## src/rtl/ex_mem_pkg.sv

```systemverilog
// Shared encodings for the EX-stage memory request agent.
package ex_mem_pkg;

   // Access size encodings as carried on in_size / size.
   localparam logic [1:0] SZ_B = 2'd0;
   localparam logic [1:0] SZ_H = 2'd1;
   localparam logic [1:0] SZ_W = 2'd2;
   localparam logic [1:0] SZ_D = 2'd3;

   // Counter width for in-flight / cancelled request tracking (MAX_OUTST <= 4).
   localparam int CNT_W = 3;

   typedef enum logic [1:0] {
      ST_IDLE        = 2'd0,
      ST_REQ         = 2'd1,
      ST_DONE        = 2'd2,
      ST_CANCEL_WAIT = 2'd3
   } state_t;

   // Byte-enable pattern for an access of the given size at offset 0.
   function automatic logic [7:0] size_mask(input logic [1:0] sz);
      case (sz)
         SZ_B:    size_mask = 8'h01;
         SZ_H:    size_mask = 8'h03;
         SZ_W:    size_mask = 8'h0F;
         default: size_mask = 8'hFF;
      endcase
   endfunction

endpackage

```

## src/rtl/ex_mem_align.sv

```systemverilog
// Alignment check, byte strobes and lane-replicated store data for one access.
module ex_mem_align
   import ex_mem_pkg::*;
#(
   parameter int DATA_W = 32
) (
   input  logic [1:0]          size,
   input  logic [2:0]          addr_lo,
   input  logic [DATA_W-1:0]   wdata,
   output logic                ale,
   output logic [DATA_W/8-1:0] strb,
   output logic [DATA_W-1:0]   wdata_rep
);

   localparam int NB    = DATA_W / 8;
   localparam int OFF_W = $clog2(NB);

   // A dword can never be issued on a 32-bit bus, so it is treated as misaligned.
   always_comb begin
      ale = 1'b0;
      case (size)
         SZ_H:    ale = addr_lo[0];
         SZ_W:    ale = (addr_lo[1:0] != 2'b00);
         SZ_D:    ale = (addr_lo != 3'b000) || (DATA_W == 32);
         default: ale = 1'b0;
      endcase
   end

   assign strb = NB'(size_mask(size)) << addr_lo[OFF_W-1:0];

   // Replicate the store source across all lanes so the slave picks any lane by strobe.
   always_comb begin
      wdata_rep = wdata;
      case (size)
         SZ_B:    wdata_rep = {NB{wdata[7:0]}};
         SZ_H:    wdata_rep = {(NB/2){wdata[15:0]}};
         SZ_W:    wdata_rep = {(NB/4){wdata[31:0]}};
         default: wdata_rep = wdata;
      endcase
   end

endmodule

```

## src/rtl/ex_mem_req_agent.sv

```systemverilog
// EX-stage memory request agent: accepts one instruction, issues it on the
// req/addr_ok/data_ok data bus, and hands it to ME. Flushed requests that are
// already on the bus are counted so their responses can be marked as discard.
module ex_mem_req_agent
   import ex_mem_pkg::*;
#(
   parameter int DATA_W    = 32,
   parameter int ADDR_W    = 32,
   parameter int MAX_OUTST = 2,
   parameter int DEST_W    = 5
) (
   input  logic                         clk,
   input  logic                         resetn,
   input  logic                         in_valid,
   output logic                         in_ready,
   input  logic                         in_mem_en,
   input  logic                         in_mem_wr,
   input  logic [1:0]                   in_size,
   input  logic                         in_signed,
   input  logic [ADDR_W-1:0]            in_addr,
   input  logic [DATA_W-1:0]            in_wdata,
   input  logic [DEST_W-1:0]            in_dest,
   output logic                         out_valid,
   input  logic                         out_ready,
   output logic                         out_ale,
   output logic                         out_mem_en,
   output logic                         out_wr,
   output logic [1:0]                   out_size,
   output logic                         out_signed,
   output logic [DEST_W-1:0]            out_dest,
   output logic [$clog2(DATA_W/8)-1:0]  out_offset,
   input  logic                         flush,
   output logic                         req,
   output logic                         wr,
   output logic [1:0]                   size,
   output logic [DATA_W/8-1:0]          wstrb,
   output logic [ADDR_W-1:0]            addr,
   output logic [DATA_W-1:0]            wdata,
   input  logic                         addr_ok,
   input  logic                         data_ok,
   output logic                         data_ok_discard
);

   localparam int NB    = DATA_W / 8;
   localparam int OFF_W = $clog2(NB);

   state_t               state_q, state_d;
   logic                 mem_en_q, wr_q, signed_q, ale_q;
   logic [1:0]           size_q;
   logic [ADDR_W-1:0]    addr_q;
   logic [DEST_W-1:0]    dest_q;
   logic [NB-1:0]        strb_q;
   logic [DATA_W-1:0]    wdata_q;
   logic [CNT_W-1:0]     outst_cnt, cancel_cnt;

   logic                 in_ale;
   logic [NB-1:0]        in_strb;
   logic [DATA_W-1:0]    in_wrep;
   logic                 req_int, accept, bus_acc, to_req, issued_q;
   logic                 outst_inc, outst_dec, cancel_inc, cancel_dec;

   ex_mem_align #(.DATA_W(DATA_W)) u_align (
      .size      (in_size),
      .addr_lo   (in_addr[2:0]),
      .wdata     (in_wdata),
      .ale       (in_ale),
      .strb      (in_strb),
      .wdata_rep (in_wrep)
   );

   assign in_ready = !flush && ((state_q == ST_IDLE) || ((state_q == ST_DONE) && out_ready));
   assign accept   = in_valid && in_ready;
   assign to_req   = in_mem_en && !in_ale;
   assign bus_acc  = req_int && addr_ok;
   assign issued_q = mem_en_q && !ale_q;

   // State register.
   always_ff @(posedge clk or negedge resetn) begin
      if (!resetn) state_q <= ST_IDLE;
      else         state_q <= state_d;
   end

   // Next state; flush overrides everything except a request already on the bus.
   always_comb begin
      state_d = state_q;
      case (state_q)
         ST_IDLE: begin
            if (accept) state_d = to_req ? ST_REQ : ST_DONE;
         end
         ST_REQ: begin
            if (flush) begin
               if (!req_int || bus_acc) state_d = ST_IDLE;
               else                     state_d = ST_CANCEL_WAIT;
            end else if (bus_acc) begin
               state_d = ST_DONE;
            end
         end
         ST_DONE: begin
            if (flush)          state_d = ST_IDLE;
            else if (accept)    state_d = to_req ? ST_REQ : ST_DONE;
            else if (out_ready) state_d = ST_IDLE;
         end
         ST_CANCEL_WAIT: begin
            if (bus_acc) state_d = ST_IDLE;
         end
         default: state_d = ST_IDLE;
      endcase
   end

   // Outputs decoded from registered state only, so req cannot glitch on inputs.
   always_comb begin
      out_valid = 1'b0;
      req_int   = 1'b0;
      case (state_q)
         ST_REQ:         req_int   = (outst_cnt < CNT_W'(MAX_OUTST));
         ST_DONE:        out_valid = 1'b1;
         ST_CANCEL_WAIT: req_int   = 1'b1;
         default: ;
      endcase
   end

   // Capture the accepted instruction; bus fields stay stable while req waits.
   always_ff @(posedge clk or negedge resetn) begin
      if (!resetn) begin
         mem_en_q <= 1'b0;
         wr_q     <= 1'b0;
         size_q   <= 2'b00;
         signed_q <= 1'b0;
         addr_q   <= '0;
         dest_q   <= '0;
         ale_q    <= 1'b0;
         strb_q   <= '0;
         wdata_q  <= '0;
      end else if (accept) begin
         mem_en_q <= in_mem_en;
         wr_q     <= in_mem_wr;
         size_q   <= in_size;
         signed_q <= in_signed;
         addr_q   <= in_addr;
         dest_q   <= in_dest;
         ale_q    <= in_ale;
         strb_q   <= in_mem_wr ? in_strb : '0;
         wdata_q  <= in_wrep;
      end
   end

   assign outst_inc  = bus_acc;
   assign outst_dec  = data_ok && (outst_cnt != '0);
   assign cancel_inc = (flush && (((state_q == ST_REQ) && bus_acc) ||
                                  ((state_q == ST_DONE) && issued_q))) ||
                       ((state_q == ST_CANCEL_WAIT) && bus_acc);
   assign cancel_dec = data_ok && (cancel_cnt != '0);

   // In-flight and cancelled request counters; responses return in order.
   always_ff @(posedge clk or negedge resetn) begin
      if (!resetn) begin
         outst_cnt  <= '0;
         cancel_cnt <= '0;
      end else begin
         case ({outst_inc, outst_dec})
            2'b10:   outst_cnt <= outst_cnt + CNT_W'(1);
            2'b01:   outst_cnt <= outst_cnt - CNT_W'(1);
            default: ;
         endcase
         case ({cancel_inc, cancel_dec})
            2'b10:   cancel_cnt <= cancel_cnt + CNT_W'(1);
            2'b01:   cancel_cnt <= cancel_cnt - CNT_W'(1);
            default: ;
         endcase
      end
   end

   assign data_ok_discard = cancel_dec;

   assign req        = req_int;
   assign wr         = wr_q;
   assign size       = size_q;
   assign addr       = addr_q;
   assign wstrb      = strb_q;
   assign wdata      = wdata_q;
   assign out_ale    = ale_q;
   assign out_mem_en = mem_en_q;
   assign out_wr     = wr_q;
   assign out_size   = size_q;
   assign out_signed = signed_q;
   assign out_dest   = dest_q;
   assign out_offset = addr_q[OFF_W-1:0];

   // A response with nothing in flight means the slave broke the protocol.
   a_no_orphan_data_ok: assert property (@(posedge clk) disable iff (!resetn)
      !(data_ok && (outst_cnt == '0)));

endmodule

```

## config.mk

```make
export PLATFORM = sky130hd
export DESIGN_NAME = ex_mem_req_agent
export DESIGN_NICKNAME = d
export VERILOG_FILES = /design/src/rtl/ex_mem_pkg.sv /design/src/rtl/ex_mem_align.sv /design/src/rtl/ex_mem_req_agent.sv
export SDC_FILE = /design/constraint.sdc
export NUM_CORES = 1
export LEC_CHECK = 0
export CORE_MARGIN = 5
export CORE_UTILIZATION = 38
export DETAILED_ROUTE_END_ITERATION = 8
export HOLD_SLACK_MARGIN = 0.06
export PLACE_DENSITY_LB_ADDON = 0.05
export SYNTH_ARGS = -nofsm -noshare
export SYNTH_HDL_FRONTEND = slang
export SYNTH_SLANG_ARGS = --single-unit
```

## constraint.sdc

```tcl
create_clock -name clk -period 1.9 [get_ports clk]
set_clock_uncertainty 0.1 [all_clocks]
set_input_delay 0.285 -clock clk [delete_from_list [all_inputs] [get_ports clk]]
set_output_delay 0.285 -clock clk [all_outputs]
set_load 0.02 [all_outputs]
```

==> summary.md <==
| Metric | Value |
|---|---|
| Worst setup SP type | `flip-flop` |
| Vias in the first global route | `3565` |
| Max Freq | `466 MHz` |
| Detailed Route WL | `10700 um` |
| Initial antenna violation count | `0` |
| Final min period | `2.15 ns` |
| Worst-path clk slew | `0.08 ns` |
| Starting Density | `0.384` |
| Synthesized net count | `504` |
| Worst path required time | `2.07 ns` |
| Placed Cells | `722` |
| Core Footprint | `10200 sq um` |
| Mapped Cells | `419` |
| Cell Area, Placed | `5880 sq um` |
| Worst path arrival time | `2.32 ns` |
| Status | `finished with violations` |
| TritonCTS clock tree | `done` |
| Clock Tree Buf Depth | `2` |
| Post-DP HPWL | `8020 um` |
| Power Density | `1150 nW/um^2` |
| Register area share after synthesis | `0.557` |
| 1st-iter DRT viols | `164` |
| WL/cell | `14.4 um` |
| Antenna viol nets, final | `0` |
| Register area | `2180 sq um` |
| H-tree depth | `3` |
| Final cycle utilization of the critical path | `1.13` |
| Max Slew Vio Count | `0` |
| Kind of end point of the critical path | `flip-flop` |
| Max Fanout on Critical Path | `2` |
| Die Width | `111 um` |
| Post-route non-filler standard cell count | `741` |
| Final GP Congestion | `0.866` |
| Die H | `111 um` |
| Die Area | `12400 sq um` |
| Largest net degree at the start of global routing | `50` |
| Max IR drop VDD | `0.640 mV` |
| Global-route wire length before repair | `18000 um` |
| Number of distinct library cells after synthesis | `39` |
| Fill cells | `886` |
| DRC violations left | `0` |
| Final nets | `685` |
| Port bufs | `168` |
| Overflow after GRT | `0` |
| Worst setup path class | `reg -> reg` |
| Area Growth Syn to Fin | `58.7%` |
| Violated checks | `setup timing` |
| Total of max-cap violations | `0` |
| Post-synth EDFFs | `0` |
| Vias | `3421` |
| Lkg Pwr | `2.92 nW` |
| Worst hold slack | `0.267 ns` |
| RSZ-0062 raised after global routing | `true` |
| CTS sink count | `87` |
| Total power | `7.11 mW` |
| Final instance area | `6200 sq um` |
| Synth top cells by count | `nand2_1, dfrtp_1, mux2i_1` |
| ANT cells | `0` |
| Warnings, synthesis | `0` |
| Final Core Density | `0.609` |
| Synth async-reset ratio | `1.00` |
| Synth top area cells | `dfrtp_1, nand2_1, mux2i_1, o21ai_0, buf_2` |
| Synth Flop Type | `dfrtp_1` |
| Setup slack after placement | `-0.523 ns` |
| Drt pass-1 iters | `4` |
| FF+latch count, synth | `87` |
| Vias/cell | `4.62` |
| Synth Area per Inst | `9.32 sq um` |
| Slew HR | `0.754` |
| Overall global routing resource usage | `0.179` |
| TritonCTS buffer count | `9` |
| Clk Latency, worst-skew pair | `0.35 ns` |
| Root Buffer | `clkbuf_8` |
| Site Rows | `37` |
| Syn Std Cell Area | `3910 sq um` |
| Top-area cell type share of the netlist area | `0.557` |
| PnR worst setup slack | `-0.246 ns` |
| Proportion of layout cells with a drive suffix above 1 | `0.127` |
| Worst Hold Class | `in -> async` |
| # setup viols final | `3` |
| Setup TNS Final | `-0.471 ns` |
| IO Pins | `169` |
| Most frequent cell after synthesis | `nand2_1` |
| Hold Vio Cnt, Final | `0` |
| Area leader, netlist | `dfrtp_1` |
| Area of the multi-input gates | `1600 sq um` |
| Worst Max-Slew Pin Slew | `0.365 ns` |
[cell families (layout without fill, tap and decap cells)]
logic type | Yosys count | count (layout) | share of synthesized area
AND/OR/NAND/NOR | 208 | 208 | 0.218
flip-flops | 87 | 87 | 0.557
AO/OA/AOI/OAI | 52 | 52 | 0.0762
buffers and inverters | 36 | 222 | 0.0519
multiplexers | 26 | 26 | 0.0666
XOR/XNOR | 6 | 6 | 0.0135
adder cells (fa/ha/maj) | 4 | 4 | 0.0167
[path summary, 6_finish.rpt]
kind,slack (ns),startpoint,cells past startpoint,endpoint
max,-0.25,state_q[1],9,cancel_cnt[2]
min,0.27,resetn,2,state_q[0]
max reg2reg,-0.25,state_q[1],9,cancel_cnt[2]
min reg2reg,0.37,outst_cnt[0],1,outst_cnt[0]
max in group asynchronous,0.87,resetn,3,wdata[4]
min in group clk,0.36,in_dest[4],3,out_dest[4]
[area by class of cell]
class	instances	share of cell area
inverters	8	0.00484
clock inverters	5	0.0168
multi-input cells	296	0.258
repair buffers	198	0.319
clock buffers	11	0.0228
flip-flops and latches	87	0.351
well taps	136	0.0275
[cell usage in the layout, fill, tap and decap left out, drive strengths merged, types with 2 or more instances in the layout]
cell	count
nand2b	2
dfrtp	87
nand2	180
bufinv	3
and2	3
inv	9
fa	2
mux2i	26
xor2	4
nor2	15
o21ai	32
o41ai	2
clkdlybuf4s50	163
ha	2
nor3	2
xnor2	2
a21oi	10
clkbuf	11
buf	32
[sequential cells by signal (all words and copies together), names as in the netlist]
name and flops:
out_dest 5, out_signed 1, cancel_cnt 3, wstrb 4, wdata 32, out_size 2
outst_cnt 3, addr 32, out_ale 1, out_wr 1, state_q 2, out_mem_en 1
[layer usage]
| metal | track usage | up-vias | part of all wire |
|---|---|---|---|
| met1 | 0.227 | 1586 | 0.45 |
| li1 | - | 1705 | - |
| met5 | 0 | - | 0 |
| met4 | 0.0665 | 0 | 0.022 |
| met3 | 0.0630 | 17 | 0.079 |
| met2 | 0.283 | 113 | 0.45 |
[worst max-delay path: stages (launching register included)]
cell	delay, ns
dfrtp_1	0.38
and2b_2	0.19
and4b_1	0.20
a31oi_2	0.20
ha_2	0.22
inv_2	0.04
fa_2	0.33
xor2_1	0.14
nor2_1	0.11
xor2_1	0.15
[timing repair]
action | in CTS | in global routing
hold buffers | 1 | 0
setup buffers | 2 | 0
setup endpoints to repair | 8 | 5
pin swaps | 4 | 5
gates resized for setup | 24 | 5
endpoints found under the hold margin | 20 | 0
[power breakdown]
group / internal (mW) / leakage, nW / switching [mW]
logic: 1.47 / 1.71 / 1.45
registers: 2.34 / 1.08 / 0.288
clock network: 0.913 / 0.124 / 0.651
(Power assumes the default switching activity.)
